==> src/rtl/data_mem_arbiter.sv <==
// Two-port arbiter and access sequencer for the shared 32x32 single-port data memory.
// Each grant runs IDLE -> ACCESS (memory driven for one cycle) -> ACK (one-cycle pulse).
module data_mem_arbiter #(
  parameter bit FIXED_PRIORITY = 1'b0
) (
  input  logic        Clock,
  input  logic        Reset,
  input  logic        req0,
  input  logic        req1,
  input  logic        we0,
  input  logic        we1,
  input  logic [31:0] addr0,
  input  logic [31:0] addr1,
  input  logic [31:0] wdata0,
  input  logic [31:0] wdata1,
  output logic [31:0] rdata0,
  output logic [31:0] rdata1,
  output logic        ack0,
  output logic        ack1,
  output logic        err0,
  output logic        err1,
  output logic [1:0]  grant,
  output logic        busy,
  output logic [31:0] mem_addr,
  output logic [31:0] mem_wdata,
  output logic        mem_rw,
  input  logic [31:0] mem_rdata
);

  // state  | meaning
  // IDLE   | no transaction; arbitrate pending requests
  // ACCESS | memory driven from latched request; read data captured
  // ACK    | ack (and err) pulse to the winner; grant released on exit
  typedef enum logic [1:0] {IDLE = 2'd0, ACCESS = 2'd1, ACK = 2'd2} state_t;

  state_t      state_q, state_d;
  logic [1:0]  grant_q, grant_d;
  logic        last_grant_q, last_grant_d;
  logic        we_q, we_d;
  logic [31:0] addr_q, addr_d;
  logic [31:0] wdata_q, wdata_d;
  logic [31:0] rdata0_q, rdata0_d;
  logic [31:0] rdata1_q, rdata1_d;
  logic        ack0_q, ack0_d;
  logic        ack1_q, ack1_d;
  logic        err0_q, err0_d;
  logic        err1_q, err1_d;
  logic        win1;
  logic        aligned;
  logic        owner1;

  // Port 1 wins when alone, or on a round-robin tie when port 0 had the last grant.
  assign win1    = req1 & (~req0 | ((FIXED_PRIORITY == 1'b0) & ~last_grant_q));
  assign aligned = (addr_q[1:0] == 2'b00);
  assign owner1  = grant_q[1];

  always_comb begin
    state_d      = state_q;
    grant_d      = grant_q;
    last_grant_d = last_grant_q;
    we_d         = we_q;
    addr_d       = addr_q;
    wdata_d      = wdata_q;
    rdata0_d     = rdata0_q;
    rdata1_d     = rdata1_q;
    ack0_d       = 1'b0;
    ack1_d       = 1'b0;
    err0_d       = 1'b0;
    err1_d       = 1'b0;
    case (state_q)
      IDLE: begin
        if (req0 | req1) begin
          state_d      = ACCESS;
          grant_d      = win1 ? 2'b10 : 2'b01;
          last_grant_d = win1;
          we_d         = win1 ? we1 : we0;
          addr_d       = win1 ? addr1 : addr0;
          wdata_d      = win1 ? wdata1 : wdata0;
        end
      end
      ACCESS: begin
        state_d = ACK;
        ack0_d  = ~owner1;
        ack1_d  = owner1;
        if (!aligned) begin
          if (owner1) begin
            rdata1_d = '0;
            err1_d   = 1'b1;
          end else begin
            rdata0_d = '0;
            err0_d   = 1'b1;
          end
        end else if (!we_q) begin
          if (owner1) rdata1_d = mem_rdata;
          else        rdata0_d = mem_rdata;
        end
      end
      ACK: begin
        state_d = IDLE;
        grant_d = 2'b00;
      end
      default: begin
        state_d = IDLE;
        grant_d = 2'b00;
      end
    endcase
  end

  always_ff @(posedge Clock) begin
    if (Reset) begin
      state_q      <= IDLE;
      grant_q      <= 2'b00;
      last_grant_q <= 1'b1;
      we_q         <= 1'b0;
      addr_q       <= '0;
      wdata_q      <= '0;
      rdata0_q     <= '0;
      rdata1_q     <= '0;
      ack0_q       <= 1'b0;
      ack1_q       <= 1'b0;
      err0_q       <= 1'b0;
      err1_q       <= 1'b0;
    end else begin
      state_q      <= state_d;
      grant_q      <= grant_d;
      last_grant_q <= last_grant_d;
      we_q         <= we_d;
      addr_q       <= addr_d;
      wdata_q      <= wdata_d;
      rdata0_q     <= rdata0_d;
      rdata1_q     <= rdata1_d;
      ack0_q       <= ack0_d;
      ack1_q       <= ack1_d;
      err0_q       <= err0_d;
      err1_q       <= err1_d;
    end
  end

  // Reset gates the write strobe directly so an access cut by reset never commits.
  assign mem_rw    = (state_q == ACCESS) & we_q & aligned & ~Reset;
  assign mem_addr  = addr_q;
  assign mem_wdata = wdata_q;
  assign grant     = grant_q;
  assign busy      = (state_q != IDLE);
  assign rdata0    = rdata0_q;
  assign rdata1    = rdata1_q;
  assign ack0      = ack0_q;
  assign ack1      = ack1_q;
  assign err0      = err0_q;
  assign err1      = err1_q;

endmodule

==> config.mk <==
export PLATFORM = sky130hd
export DESIGN_NAME = data_mem_arbiter
export DESIGN_NICKNAME = d
export VERILOG_FILES = /design/src/rtl/data_mem_arbiter.sv
export SDC_FILE = /design/constraint.sdc
export NUM_CORES = 1
export LEC_CHECK = 0
export CAP_MARGIN = 10
export CORE_MARGIN = 2
export CORE_UTILIZATION = 43
export DETAILED_ROUTE_END_ITERATION = 6
export PLACE_DENSITY = 0.86
export SLEW_MARGIN = 30
export SYNTH_ARGS = -nofsm -noshare
export SYNTH_HDL_FRONTEND = slang
export SYNTH_SLANG_ARGS = --single-unit
==> constraint.sdc <==
create_clock -name Clock -period 2.5 [get_ports Clock]
set_clock_uncertainty 0.15 [all_clocks]
set_input_delay 0.5 -clock Clock [delete_from_list [all_inputs] [get_ports Clock]]
set_output_delay 0.5 -clock Clock [all_outputs]
set_load 0.01 [all_outputs]
After elaboration in Yosys (flattened, before gate mapping)
Index checks and enable logic that the tools add are counted.
- output and inout bits: 136
- register bits: 138
- input bits: 166
- reductions and logical operators: 11
- muxes and demuxes: 18
- equal/unequal tests: 5
- bitwise gates (word level): 11
- operator list (kind ; number):
    two-way mux 32 bit ; 10
    one-hot mux 2 bit (2 select lines) ; 2
    AND reduction 4 bit ; 2
    two-way mux 2 bit ; 3
    nonzero test 2 bit ; 3
    inverter 1 bit ; 5
    bitwise AND 1 bit ; 4
    logical NOT 2 bit ; 2
    inequality test 2 x 1 -> 1 bit, second input constant ; 2
    inequality test 2 bit, second input constant ; 2
    AND reduction 2 bit ; 2
    two-way mux 1 bit ; 3
    OR reduction 3 bit ; 1
    equality test 2 x 1 -> 1 bit, second input constant ; 1
    OR 1 bit ; 2
    OR reduction 2 bit ; 1

Logic depth before layout (Yosys ltp)
Gate-level depths: netlist (run 1).
- depth in word-level cells: 6
- depth in mapped cells: 6
- gate-level depth less buffers: 3

Worst setup path before layout (run 1)
No wires, ideal clock.
- path type: input-to-reg
- from: in Reset
- to: reg wdata_q[0] (netlist: mem_wdata[0])
- data required time: 2204 ps
- buffers on the path: 3
- stages on the path: 4
- setup slack: 793 ps
- arrival time: 1411 ps
- cell sequence: buf_2 > clkbuf_1 > clkbuf_1 > a211oi_2
- RTL lines (element ; line ; RTL):
    from (decl) ; 7 ; input logic Reset,
    to (signal assigned) ; 129 ; wdata_q <= wdata_d;
    to (decl) ; 41 ; logic [31:0] wdata_q, wdata_d;
No word-level cell between the ends.

Final worst setup path (run 1)
- from: reg addr_q[1] (netlist: mem_addr[1])
- to: out mem_rw
- cells in the longest elaborated chain, start to end: 3
- ends and longest elaborated chain (element ; line ; RTL):
    from (decl) ; 40 ; logic [31:0] addr_q, addr_d;
    from (signal assigned) ; 128 ; addr_q <= addr_d;
    logical NOT 2 bit ; 54 ; assign aligned = (addr_q[1:0] == 2'b00);
    bitwise AND 1 bit (2 in series) ; 140 ; assign mem_rw = (state_q == ACCESS) & we_q & aligned & ~Reset;
    to (decl) ; 26 ; output logic mem_rw,
Every way passes these cells.

==> impl_metrics.py, run 1 <==
metrics = {
    "clock_network": {
        "cts-root-buf": "clkbuf_16",
        "htreeDepth": 4,
        "cts_buffer_depth": 2,
        "cts_made_buffers": 17,
        "clock_latency_ps": 410,
        "path_clk_slew_ps": 60,
        "cts_hold_buf": 0,
        "cts_tree": "done",
        "cts.sinks": 138,
    },
    "die": {
        "ios": 302,
        "row_count": 42,
        "dieArea_um2": 14600,
        "initial_utilization_pct": 44.1,
        "dieHeight_um": 121,
        "core_area_um2": 13300,
        "die_w_um": 121,
    },
    "final_layout": {
        "regArea_um2": 2760,
        "drive_gt1_share_pct": 9.84,
        "final_nets": 1027,
        "syn_to_final_growth_pct": 63.7,
        "final_common_cell": "clkdlybuf4s50_1",
        "fin_util_pct": 72.2,
        "multi_input_comb_area_um2": 2760,
        "nFillCells": 924,
        "layout_common_cells": "clkdlybuf4s50_1 (299), dfxtp_1 (138), mux2i_1 (130)",
    },
    "route": {
        "ant_nets": 0,
        "num_vias": 5479,
        "via_per_inst": 5.21,
        "drt-wirelength-per-cell_um": 17.7,
        "drcViolationCount": 0,
        "finalWirelength_mm": 18.6,
        "drt-initial-drc-count": 236,
        "firstDrtPassIters": 5,
    },
    "global_route": {
        "grt_pass1_wl_mm": 29.2,
        "grtUsageTotal_pct": 25.7,
        "grt_pass1_vias": 5661,
        "antenna_found_initial": 1,
        "grt_max_degree": 65,
        "gr-total-overflow": 0,
    },
    "synth": {
        "synth_cell_types": 27,
        "synth_top_cell_area_share_pct": 47.1,
        "syn_area_per_cell_um2": 10.2,
        "synth-adder-area-share_pct": 0,
        "synth_top_family_by_area": "multiplexers",
        "synth_cells": 575,
        "yosys_warnings": 0,
        "synthSimpleGateAreaFrac_pct": 7.98,
        "synth_area_um2": 5860,
        "muxShareOfSynthArea_pct": 22.2,
        "synth_edf_count": 0,
        "ys.flop_type": "dfxtp_1",
        "synth_compound_area_share_pct": 16.6,
        "ys_seq_area_share_pct": 47.1,
        "synthArstFlopShare_pct": 0,
        "synth_xor_area_share_pct": 0,
        "synth_area_leaders": "dfxtp_1 (47%), mux2i_1 (22%), nand2_1 (6.2%), a21oi_1 (5.5%), a211oi_1 (5.4%)",
        "ys_ff_latch": 138,
        "syn_nets": 741,
        "synth_top_cell_by_area": "dfxtp_1",
    },
    "worst_setup_path": {
        "cp.arrival_ps": 1580,
        "cp-endpoint": "mem_rw",
        "rr_startpoint": "mem_addr[1]$_SDFFE_PP0P_",
        "reg2reg_to": "rdata0[31]$_SDFFE_PP0P_",
        "r2r_slack_ps": 650,
        "critical_path_class": "register to primary output",
        "cp-end-kind": "primary output",
        "r2r_cells": 4,
        "startpoint": "mem_addr[1]$_SDFFE_PP0P_",
        "critPathLaunchType": "register",
        "path_max_fanout": 5,
        "cp_data_required_time_ps": 1850,
    },
    "timing": {
        "post-route-min-period_ps": 2230,
        "fmaxAchievable_mhz": 449,
        "tightest_slew_ps": 638,
        "setup_viol": 0,
        "fin_ws_ps": 273,
        "hold_viol_final": 0,
        "rsz0062_at_grt": "no",
        "maxSlewHeadroom_pct": 57.4,
        "setup_tns_ps": 0,
        "drv_slew": 0,
        "fin_crit_sh_pct": 89.1,
    },
    "placed_design": {
        "place_ws_ps": -5.44,
        "gp_congestion": 0.817,
        "io_buffers": 301,
        "dp_hpwl_mm": 13.8,
    },
    "outcome": {
        "outcome": "finished clean",
    },
    "job": {
        "maxCapViolations": 0,
    },
    "power_and_ir_drop": {
        "vdd_ir_drop_max_uv": 461,
        "powerDensity_nw_per_um2": 671,
        "power_leakage_nw": 3.68,
    },
    "worst_hold_path": {
        "min_from": "Reset",
        "hp-class": "input port to register",
    },
}
-- stage by stage --
step                      power [W]  hold WS [ps]  instances  area [um2]
after floorplan             0.00316           328        575        5860
after global placement      0.00387           292       1018        8980
after detailed placement    0.00391           300       1018        8980
after CTS                   0.00647           283       1050        9590
after global routing        0.00667           316       1051        9600
final                       0.00644           295       1051        9600
-- cells in the mapped netlist (all sizes together) (2+ instances only) --
cell type and number:
clkbuf 25, dfxtp 138, buf 30, and3 2, a21boi 2, nor3 3, mux2i 130, a21oi 65
nor2 6, nand2 97, a211oi 65, inv 3
-- where the power goes --
group | total (W) | switching (W) | leakage, nW | internal [W]
registers | 0.00247 | 0.000101 | 1.13 | 0.00237
logic | 0.00140 | 0.000620 | 2.25 | 0.000779
clock network | 0.00257 | 0.000927 | 0.298 | 0.00164
-- timing repair --
| action | in CTS | in global routing |
|---|---|---|
| endpoints found under the setup margin | 1 | 0 |
| gates resized for setup | 1 | 0 |
| buffers inserted | 0 | 0 |
-- registers in the layout (all words and copies together) (netlist names), 2 cells and up --
name,cells
mem_addr,32
rdata1,32
grant,2
state_q,2
mem_wdata,32
rdata0,32
-- metal layers --
metal	share of wire, %	up-vias	GRT usage, %	wire [um]
met2	51	249	45.1	9440
met1	38	2567	27.5	7080
met5	0	-	0	0
li1	-	2618	-	-
met4	3.4	0	13.4	626
met3	7.9	45	8.07	1480
-- how the worst min path moves through the flow --
| stage | to | depth (start not counted) |
|---|---|---|
| finish | ack0$_SDFF_PP0_ | 4 |
| global route | ack1$_SDFF_PP0_ | 3 |
| CTS | ack0$_SDFF_PP0_ | 4 |
| detailed placement | rdata1[24]$_SDFFE_PP0P_ | 2 |
| global placement | rdata1[20]$_SDFFE_PP0P_ | 2 |
| floorplan | grant[1]$_SDFFE_PP0P_ | 1 |
-- cell type report --
cell class,instances,share of cell area [%]
clock buffers,20,4.86
inverters,3,0.117
repair buffers,322,33.7
clock inverters,12,1.53
well taps,176,2.29
flip-flops and latches,138,28.8
diodes,1,0.0261
multi-input cells,379,28.7
-- cells by family (layout without fill, tap and decap cells) --
family,after synthesis,count (layout)
and+or+nand+nor,114,114
buffers and inverters,58,357
AOI/OAI and AO/OA,135,135
other,0,1
DFF,138,138
muxes,130,130
-- worst max-delay path: stages, from the launching register on --
cell	delay, ps
dfxtp_1	350
or3b_4	410
nor2_1	100
dlygate4sd2_1	300
Power figures use the tool's default switching activity.
==> inputs of run 2 (changes only) <==
- SKIP_LAST_GASP: default -> 1
==> results of run 2 <==
The final DEF is identical to that of run 1; final timing and power are the same.
